`src/rtl/fsk_frame_tx.sv`:
```
// fsk_frame_tx: byte-framed FSK transmitter driving a frequency word into the
// DDS/FM modulator. Each byte goes out as preamble (only when starting from
// IDLE), start bit, 8 data bits LSB first, and a stop bit. A one-byte holding
// buffer lets consecutive bytes go out back to back without a repeated preamble.
//
// state      | meaning
// -----------+---------------------------------------------------------------
// S_IDLE     | no frame; Fre_word follows live mark_fre, waiting for a byte
// S_PREAMBLE | PREAMBLE_BITS alternating bits, mark first
// S_START    | one space bit
// S_DATA     | 8 data bits, LSB first, mark=1 / space=0
// S_STOP     | one mark bit; frame_done on its last cycle, then chain or idle
module fsk_frame_tx #(
    parameter int PHASE_WIDTH   = 32,
    parameter int PREAMBLE_BITS = 8
) (
    input  logic                   clk_in,
    input  logic                   RST,
    input  logic [7:0]             data_in,
    input  logic                   data_valid,
    output logic                   data_ready,
    input  logic [15:0]            baud_div,
    input  logic [PHASE_WIDTH-1:0] mark_fre,
    input  logic [PHASE_WIDTH-1:0] space_fre,
    output logic [PHASE_WIDTH-1:0] Fre_word,
    output logic                   tx_active,
    output logic                   frame_done
);

    typedef enum logic [2:0] {
        S_IDLE     = 3'd0,
        S_PREAMBLE = 3'd1,
        S_START    = 3'd2,
        S_DATA     = 3'd3,
        S_STOP     = 3'd4
    } state_t;

    localparam logic [7:0] PRE_LAST = 8'(PREAMBLE_BITS - 1);

    state_t                 state, state_nxt;
    logic                   buf_full, buf_full_nxt;
    logic [7:0]             buf_data, buf_data_nxt;
    logic [7:0]             shift_reg, shift_nxt;
    logic [7:0]             bit_cnt, bit_cnt_nxt;
    logic [15:0]            baud_cnt, baud_cnt_nxt;
    logic [15:0]            baud_lat, baud_lat_nxt;
    logic [PHASE_WIDTH-1:0] mark_lat, mark_lat_nxt;
    logic [PHASE_WIDTH-1:0] space_lat, space_lat_nxt;
    logic [PHASE_WIDTH-1:0] fre_nxt;
    logic                   tx_active_nxt;
    logic                   frame_done_nxt;
    logic                   accept;
    logic                   load;
    logic                   bit_end;

    assign data_ready = !buf_full && !RST;
    assign accept     = data_valid && data_ready;
    assign bit_end    = (baud_cnt == baud_lat - 16'd1);

    // State register and registered outputs, all updated on the same edge.
    always_ff @(posedge clk_in) begin
        if (RST) begin
            state      <= S_IDLE;
            buf_full   <= 1'b0;
            buf_data   <= 8'd0;
            shift_reg  <= 8'd0;
            bit_cnt    <= 8'd0;
            baud_cnt   <= 16'd0;
            baud_lat   <= 16'd0;
            mark_lat   <= '0;
            space_lat  <= '0;
            Fre_word   <= '0;
            tx_active  <= 1'b0;
            frame_done <= 1'b0;
        end else begin
            state      <= state_nxt;
            buf_full   <= buf_full_nxt;
            buf_data   <= buf_data_nxt;
            shift_reg  <= shift_nxt;
            bit_cnt    <= bit_cnt_nxt;
            baud_cnt   <= baud_cnt_nxt;
            baud_lat   <= baud_lat_nxt;
            mark_lat   <= mark_lat_nxt;
            space_lat  <= space_lat_nxt;
            Fre_word   <= fre_nxt;
            tx_active  <= tx_active_nxt;
            frame_done <= frame_done_nxt;
        end
    end

    // Next-state, bit sequencing, buffer handshake and output word selection.
    always_comb begin
        state_nxt     = state;
        shift_nxt     = shift_reg;
        bit_cnt_nxt   = bit_cnt;
        baud_cnt_nxt  = baud_cnt;
        baud_lat_nxt  = baud_lat;
        mark_lat_nxt  = mark_lat;
        space_lat_nxt = space_lat;
        fre_nxt       = Fre_word;
        load          = 1'b0;

        if (state != S_IDLE) begin
            baud_cnt_nxt = bit_end ? 16'd0 : baud_cnt + 16'd1;
        end

        case (state)
            S_IDLE: begin
                fre_nxt = mark_fre;
                if (buf_full) begin
                    load      = 1'b1;
                    state_nxt = S_PREAMBLE;
                end
            end
            S_PREAMBLE: begin
                if (bit_end) begin
                    if (bit_cnt == PRE_LAST) begin
                        state_nxt   = S_START;
                        bit_cnt_nxt = 8'd0;
                        fre_nxt     = space_lat;
                    end else begin
                        bit_cnt_nxt = bit_cnt + 8'd1;
                        // next preamble bit index is odd when the current one is even
                        fre_nxt     = bit_cnt[0] ? mark_lat : space_lat;
                    end
                end
            end
            S_START: begin
                if (bit_end) begin
                    state_nxt   = S_DATA;
                    bit_cnt_nxt = 8'd0;
                    fre_nxt     = shift_reg[0] ? mark_lat : space_lat;
                end
            end
            S_DATA: begin
                if (bit_end) begin
                    if (bit_cnt == 8'd7) begin
                        state_nxt = S_STOP;
                        fre_nxt   = mark_lat;
                    end else begin
                        shift_nxt   = {1'b0, shift_reg[7:1]};
                        bit_cnt_nxt = bit_cnt + 8'd1;
                        fre_nxt     = shift_reg[1] ? mark_lat : space_lat;
                    end
                end
            end
            S_STOP: begin
                if (bit_end) begin
                    if (buf_full) begin
                        load      = 1'b1;
                        state_nxt = S_START;
                        fre_nxt   = space_fre;
                    end else begin
                        state_nxt = S_IDLE;
                        fre_nxt   = mark_fre;
                    end
                end
            end
            default: begin
                state_nxt = S_IDLE;
                fre_nxt   = mark_fre;
            end
        endcase

        // Frame start: take the buffered byte and freeze the timing/frequency setup.
        if (load) begin
            shift_nxt     = buf_data;
            bit_cnt_nxt   = 8'd0;
            baud_cnt_nxt  = 16'd0;
            baud_lat_nxt  = (baud_div == 16'd0) ? 16'd1 : baud_div;
            mark_lat_nxt  = mark_fre;
            space_lat_nxt = space_fre;
        end

        // Unload only happens with buf_full set and accept only with it clear.
        buf_full_nxt = load ? 1'b0 : (accept ? 1'b1 : buf_full);
        buf_data_nxt = accept ? data_in : buf_data;

        tx_active_nxt  = (state_nxt != S_IDLE);
        frame_done_nxt = (state_nxt == S_STOP) && (baud_cnt_nxt == baud_lat_nxt - 16'd1);
    end

endmodule
```
`config.mk`:
```
export PLATFORM = sky130hd
export DESIGN_NAME = fsk_frame_tx
export DESIGN_NICKNAME = d
export VERILOG_FILES = /design/src/rtl/fsk_frame_tx.sv
export SDC_FILE = /design/constraint.sdc
export NUM_CORES = 1
export LEC_CHECK = 0
export ABC_AREA = 1
export ABC_CLOCK_PERIOD_IN_PS = 6500
export CORE_MARGIN = 2
export CORE_UTILIZATION = 51
export DETAILED_ROUTE_END_ITERATION = 10
export GPL_TIMING_DRIVEN = 0
export HOLD_SLACK_MARGIN = 0.1
export PLACE_DENSITY = 0.75
export SLEW_MARGIN = 20
export SYNTH_ARGS = -nofsm -noshare
export SYNTH_HDL_FRONTEND = slang
export SYNTH_SLANG_ARGS = --single-unit
```
`constraint.sdc`:
```
create_clock -name clk_in -period 6.5 [get_ports clk_in]
set_input_delay 0.65 -clock clk_in [delete_from_list [all_inputs] [get_ports clk_in]]
set_output_delay 0.65 -clock clk_in [all_outputs]
set_load 0.02 [all_outputs]
```
Yosys cells after proc, flatten, opt, wreduce, memory -nomap -nowiden --
Cells that the tools add are included. Widths: inputs -> output; s select.
Operators by class: $add $sub $neg 4, $mul 0, div/mod/pow operators 0, order comparisons 0, eq/ne operators 14, shift-type cells 0, muxes and demuxes 38, bitwise logic cells 0, reduce and logical (&&, ||, !) cells 16
Operator list (count):
- $mux 32 | 10
- $pmux 32 s4 | 1
- $mux 16 | 5
- $mux 8 | 9
- $eq 16x16->1 | 2
- $sub 16x1->16 const B | 2
- $pmux 8 s3 | 1
- $mux 3 | 7
- $add 16x1->16 const B | 1
- $logic_not 16->1 | 1
- $pmux 3 s5 | 1
- $ne 2x2->1 const B | 6
- $reduce_bool 3->1 | 3
- $add 8x1->8 const B | 1
- $eq 8x3->1 const B | 1
- $eq 3x2->1 const B | 2
- $eq 3x3->1 const B | 2
- $reduce_and 5->1 | 1
- $reduce_and 4->1 | 1
- $reduce_bool 2->1 | 2
- $eq 3x1->1 const B | 1
- $logic_and 1x1->1 | 3
- $logic_not 3->1 | 1
- $reduce_and 3->1 | 1
- 5 further kinds | 7
Storage, ports and cells: flip-flop bits (word level) 158, latch bits 0, memory bits (writable) 0, memory bits (read-only) 0, input bits 91, output and inout port bits 35, logic and storage cells 84, memories kept 0

Depth between registers and ports, before layout --
depth after elaboration 8, gate-level depth with buffers 28, mapped depth without buffers 27

Least setup slack after synthesis --
No wires, ideal clock.
path type register to register, start point reg baud_lat[0], end point reg frame_done, setup time 64 ps, arrival time 2819 ps, data required time 6436 ps, setup slack 3617 ps, stages on the path, launching flop included 26, path buffers 1, clock period less this slack 2883 ps, cell sequence dfxtp_1 -> inv_2 -> ha_1 -> or2_2 -> nand2_1 -> a21oi_1 -> nand2_1 -> nor2_1 -> nand3_1 -> nor2_2 -> nand3_4 -> nand2_4 -> buf_6 -> nand2_2 -> nand2_4 -> ha_1 -> nand3_2 -> nor2_4 -> nand3_1 -> nor2_1 -> nand2_1 -> nand2_1 -> nand2_1 -> nor2_1 -> nand2_1 -> nor2_1
On the way: cells in the longest elaborated chain, start to end 8, elaborated cells on any way between the ends 17, those cells by class add/sub: 2; eq/ne: 3; mux: 11; reduce/logical: 1
Ends and longest elaborated chain:
- start: declaration | RTL line 46 | logic [15:0] baud_lat, baud_lat_nxt;
- start signal: assignment | RTL line 82 | baud_lat <= baud_lat_nxt;
- $sub 16x1->16 | RTL line 58 | assign bit_end = (baud_cnt == baud_lat - 16'd1);
- $eq 16x16->1 | RTL line 58
- $mux 1 | RTL line 148 | if (bit_end) begin
- $pmux 1 s2 | RTL line 107 | case (state)
- $mux 16 | RTL line 166 | if (load) begin
- $sub 16x1->16 | RTL line 180 | frame_done_nxt = (state_nxt == S_STOP) && (baud_cnt_nxt == baud_lat_nxt - 16'd1);
- $eq 16x16->1 | RTL line 180
- $logic_and 1x1->1 * | RTL line 180
- end signal: assignment | RTL line 87 | frame_done <= frame_done_nxt;
- end: declaration | RTL line 27 | output logic frame_done
Every way passes the cells marked *; elsewhere a longest branch is shown, timed or not. A chain may end at the register's enable or synchronous reset.

Worst setup path after layout --
start point reg state[0], end point reg Fre_word[25]
On the way: cells in the longest elaborated chain, start to end 3, elaborated cells on any way between the ends 10, those cells by class eq/ne: 8; mux: 1; reduce/logical: 1
Ends and longest elaborated chain:
- start: declaration | RTL line 40 | state_t state, state_nxt;
- start signal: assignment | RTL line 76 | state <= state_nxt;
- $eq 3x1->1 (tied with other cells) | RTL line 107
- $ne 2x2->1 (no source line)
- $reduce_and 4->1 (no source line)
- end signal: assignment | RTL line 85 | Fre_word <= fre_nxt;
- end: declaration | RTL line 25 | output logic [PHASE_WIDTH-1:0] Fre_word,
Parallel ways exist; a longest one is shown, timed or not.

==> results.py <==
metrics = {
    "grt": {
        "grt_pass1_wl_mm": 52.4,
        "grt_use_total_pct": 33.1,
        "grt_start_max_net_pins": 17,
        "antenna_found_initial": 0,
        "grt_pass1_vias": 10200,
        "globalRouteOverflowTotal": 0,
    },
    "sta": {
        "skew_ps": 13.4,
        "hold-worst-slack_ps": 469,
        "fin_tns_setup_ps": 0,
        "clock.fmax_mhz": 271,
        "grt_setup_unrepaired": "false",
        "timing.final.crit_period_ps": 3680,
        "period_share_pct": 56.7,
        "drv_slew": 0,
        "hold_viol_final": 0,
        "fin_ws_ps": 2820,
        "setup_viol": 0,
        "tightest_slew_ps": 1150,
        "max_slew_margin_pct": 23.1,
    },
    "worst_setup_path": {
        "required_ps": 6800,
        "crit_arrival_ps": 3980,
        "end_kind": "flop",
        "worst-path-max-fanout": 10,
        "r2r_slack_ps": 2820,
        "startpoint_type": "flop",
        "worst-setup-path-type": "reg2reg",
    },
    "synth": {
        "synth_fp_nets": 1593,
        "synth-main-ff-cell": "dfxtp_1",
        "synth_compound_area_share_pct": 27.1,
        "ys_ff_latch": 158,
        "synth_area_um2": 9550,
        "yosys.area_share.adder_pct": 0.524,
        "yosysTopAreaCellShare_pct": 33.1,
        "synth_edf_count": 0,
        "synth_cell_type_count": 46,
        "muxShareOfSynthArea_pct": 0.105,
        "yosys-top-cells-area": "dfxtp_1 33%, o21ai_0 11%, nand2_1 11%, a21oi_1 9.0%, inv_1 6.0%",
        "syn_inst": 1498,
        "synth-async-reset-ratio_pct": 0,
        "yosys.area.top_type": "dfxtp_1",
        "synth_xor_area_share_pct": 2.20,
        "ys_warn_count": 0,
        "post_synth.cell_area_avg_um2": 6.37,
        "ys_seq_area_share_pct": 33.1,
        "synth_simple_gate_area_share_pct": 26.6,
        "synth_top_family_by_area": "compound AO/OA/AOI/OAI gates",
    },
    "routing": {
        "wirelength_mm": 33.0,
        "vias_per_cell": 5.74,
        "first_pass_iters": 5,
        "drc": 0,
        "num_vias": 10800,
        "drt-wirelength-per-cell_um": 17.5,
        "drt_iter0_markers": 1092,
        "ant_nets": 0,
    },
    "clock_network": {
        "cts_setup_buffers": 0,
        "numClockSinks": 158,
        "hold_buffers": 0,
        "cts_tree": "yes",
        "cts_resized": 0,
        "h-tree-depth": 4,
        "clk_latency_ps": 440,
        "cts_root_buf": "clkbuf_16",
        "clk_path_buf_depth": 2,
        "path_clk_slew_ps": 70,
        "cts_buffers": 17,
    },
    "placement": {
        "io_buffer_count": 125,
        "gp_congestion": 0.966,
        "place_hpwl_mm": 24.4,
        "dp_slack_ps": 3010,
        "placed_area_um2": 11100,
    },
    "final_layout": {
        "finish.utilization_pct": 63.3,
        "final_nets": 1737,
        "diodes": 0,
        "finish.instance_area_um2": 11700,
        "largest_registers": "Fre_word: 32 flops, mark_lat: 32 flops, space_lat: 32 flops",
        "syn2layout_area_growth_pct": 22.9,
        "layout_common_cells": "289 x nand2_1, 217 x o21ai_0, 172 x a21oi_1, 158 x dfxtp_1, 153 x inv_1",
        "drive_above_1_share_pct": 5.08,
        "final_common_cell": "nand2_1",
    },
    "power": {
        "power.density_nw_per_um2": 254,
        "peakVddDrop_v": 0.000190,
        "power.leakage_nw": 4.88,
    },
    "die": {
        "num_rows": 50,
        "die_area_um2": 19800,
        "initial_core_util_pct": 51.5,
        "ios": 126,
        "placeableCoreArea_um2": 18500,
        "die_h_um": 141,
        "dieWidth_um": 141,
    },
    "outcome": {
        "status": "finished clean",
    },
    "min_path": {
        "hold_class": "reg2reg",
    },
    "job": {
        "maxCapViolCount": 0,
    },
}
[cells in the mapped netlist (all sizes together), types with 9 or more instances]
cell type,count
nor3,12
clkbuf,73
xnor2,9
xor2,15
nor2,158
nand2,304
inv,162
buf,12
a21oi,173
nand3,81
o21ai,219
o211ai,27
dfxtp,158
a211oi,29
nand4,19
[layer usage]
metal	vias to the layer above	share of wire [%]	track usage, %
li1	5295	-	-
met1	4889	41	41.5
met2	539	46	54.9
met3	114	8.7	6.59
met4	0	4.2	15.8
met5	-	0	0
[cell type report]
class	count	area, µm²
Fill cell	1796	6790
Multi-Input combinational cell	1089	5400
Sequential cell	158	3160
Timing Repair Buffer	125	1250
Inverter	166	623
Clock buffer	21	460
Buffer	85	355
Tap cell	234	293
Clock inverter	11	178
[metrics by stage]
stage	instances	total power, W
3_5_place_dp	1857	0.00187
4_1_cts	1889	0.00296
6_report	1889	0.00297
5_1_grt	1889	0.00310
2_1_floorplan	1498	0.00159
3_3_place_gp	1857	0.00185
[final timing paths]
check,startpoint,to,cells after the start
hold reg to reg,bit_cnt[7],bit_cnt[7],2
hold / removal,bit_cnt[7],bit_cnt[7],2
setup reg to reg,state[0],Fre_word[25],9
setup / recovery,state[0],Fre_word[25],9
[worst max-delay path, cell delays in order (launching register included)]
cell,delay (ps)
dfxtp_1,330
inv_1,70
nand2_1,140
nor2_1,170
nor2_1,910
clkinv_1,590
nand2_1,290
clkbuf_1,530
clkbuf_1,400
a21oi_1,130
[cell families (layout without fill, tap and decap cells)]
| family | count (synthesis) | after routing |
|---|---|---|
| DFF | 158 | 158 |
| muxes | 1 | 1 |
| adders and majority gates | 4 | 4 |
| AOI/OAI and AO/OA | 473 | 473 |
| buffers and inverters | 251 | 408 |
| xor gates and xnor gates | 24 | 24 |
| and+or+nand+nor | 587 | 587 |
[report_power, final]
group,switching (W),internal [W],total (W)
clock,0.000439,0.000669,0.00111
sequential,0.0000520,0.00105,0.00110
combinational,0.000493,0.000269,0.000762
total,0.000985,0.00199,0.00297
Note: power is estimated with default switching activity, not from simulation.
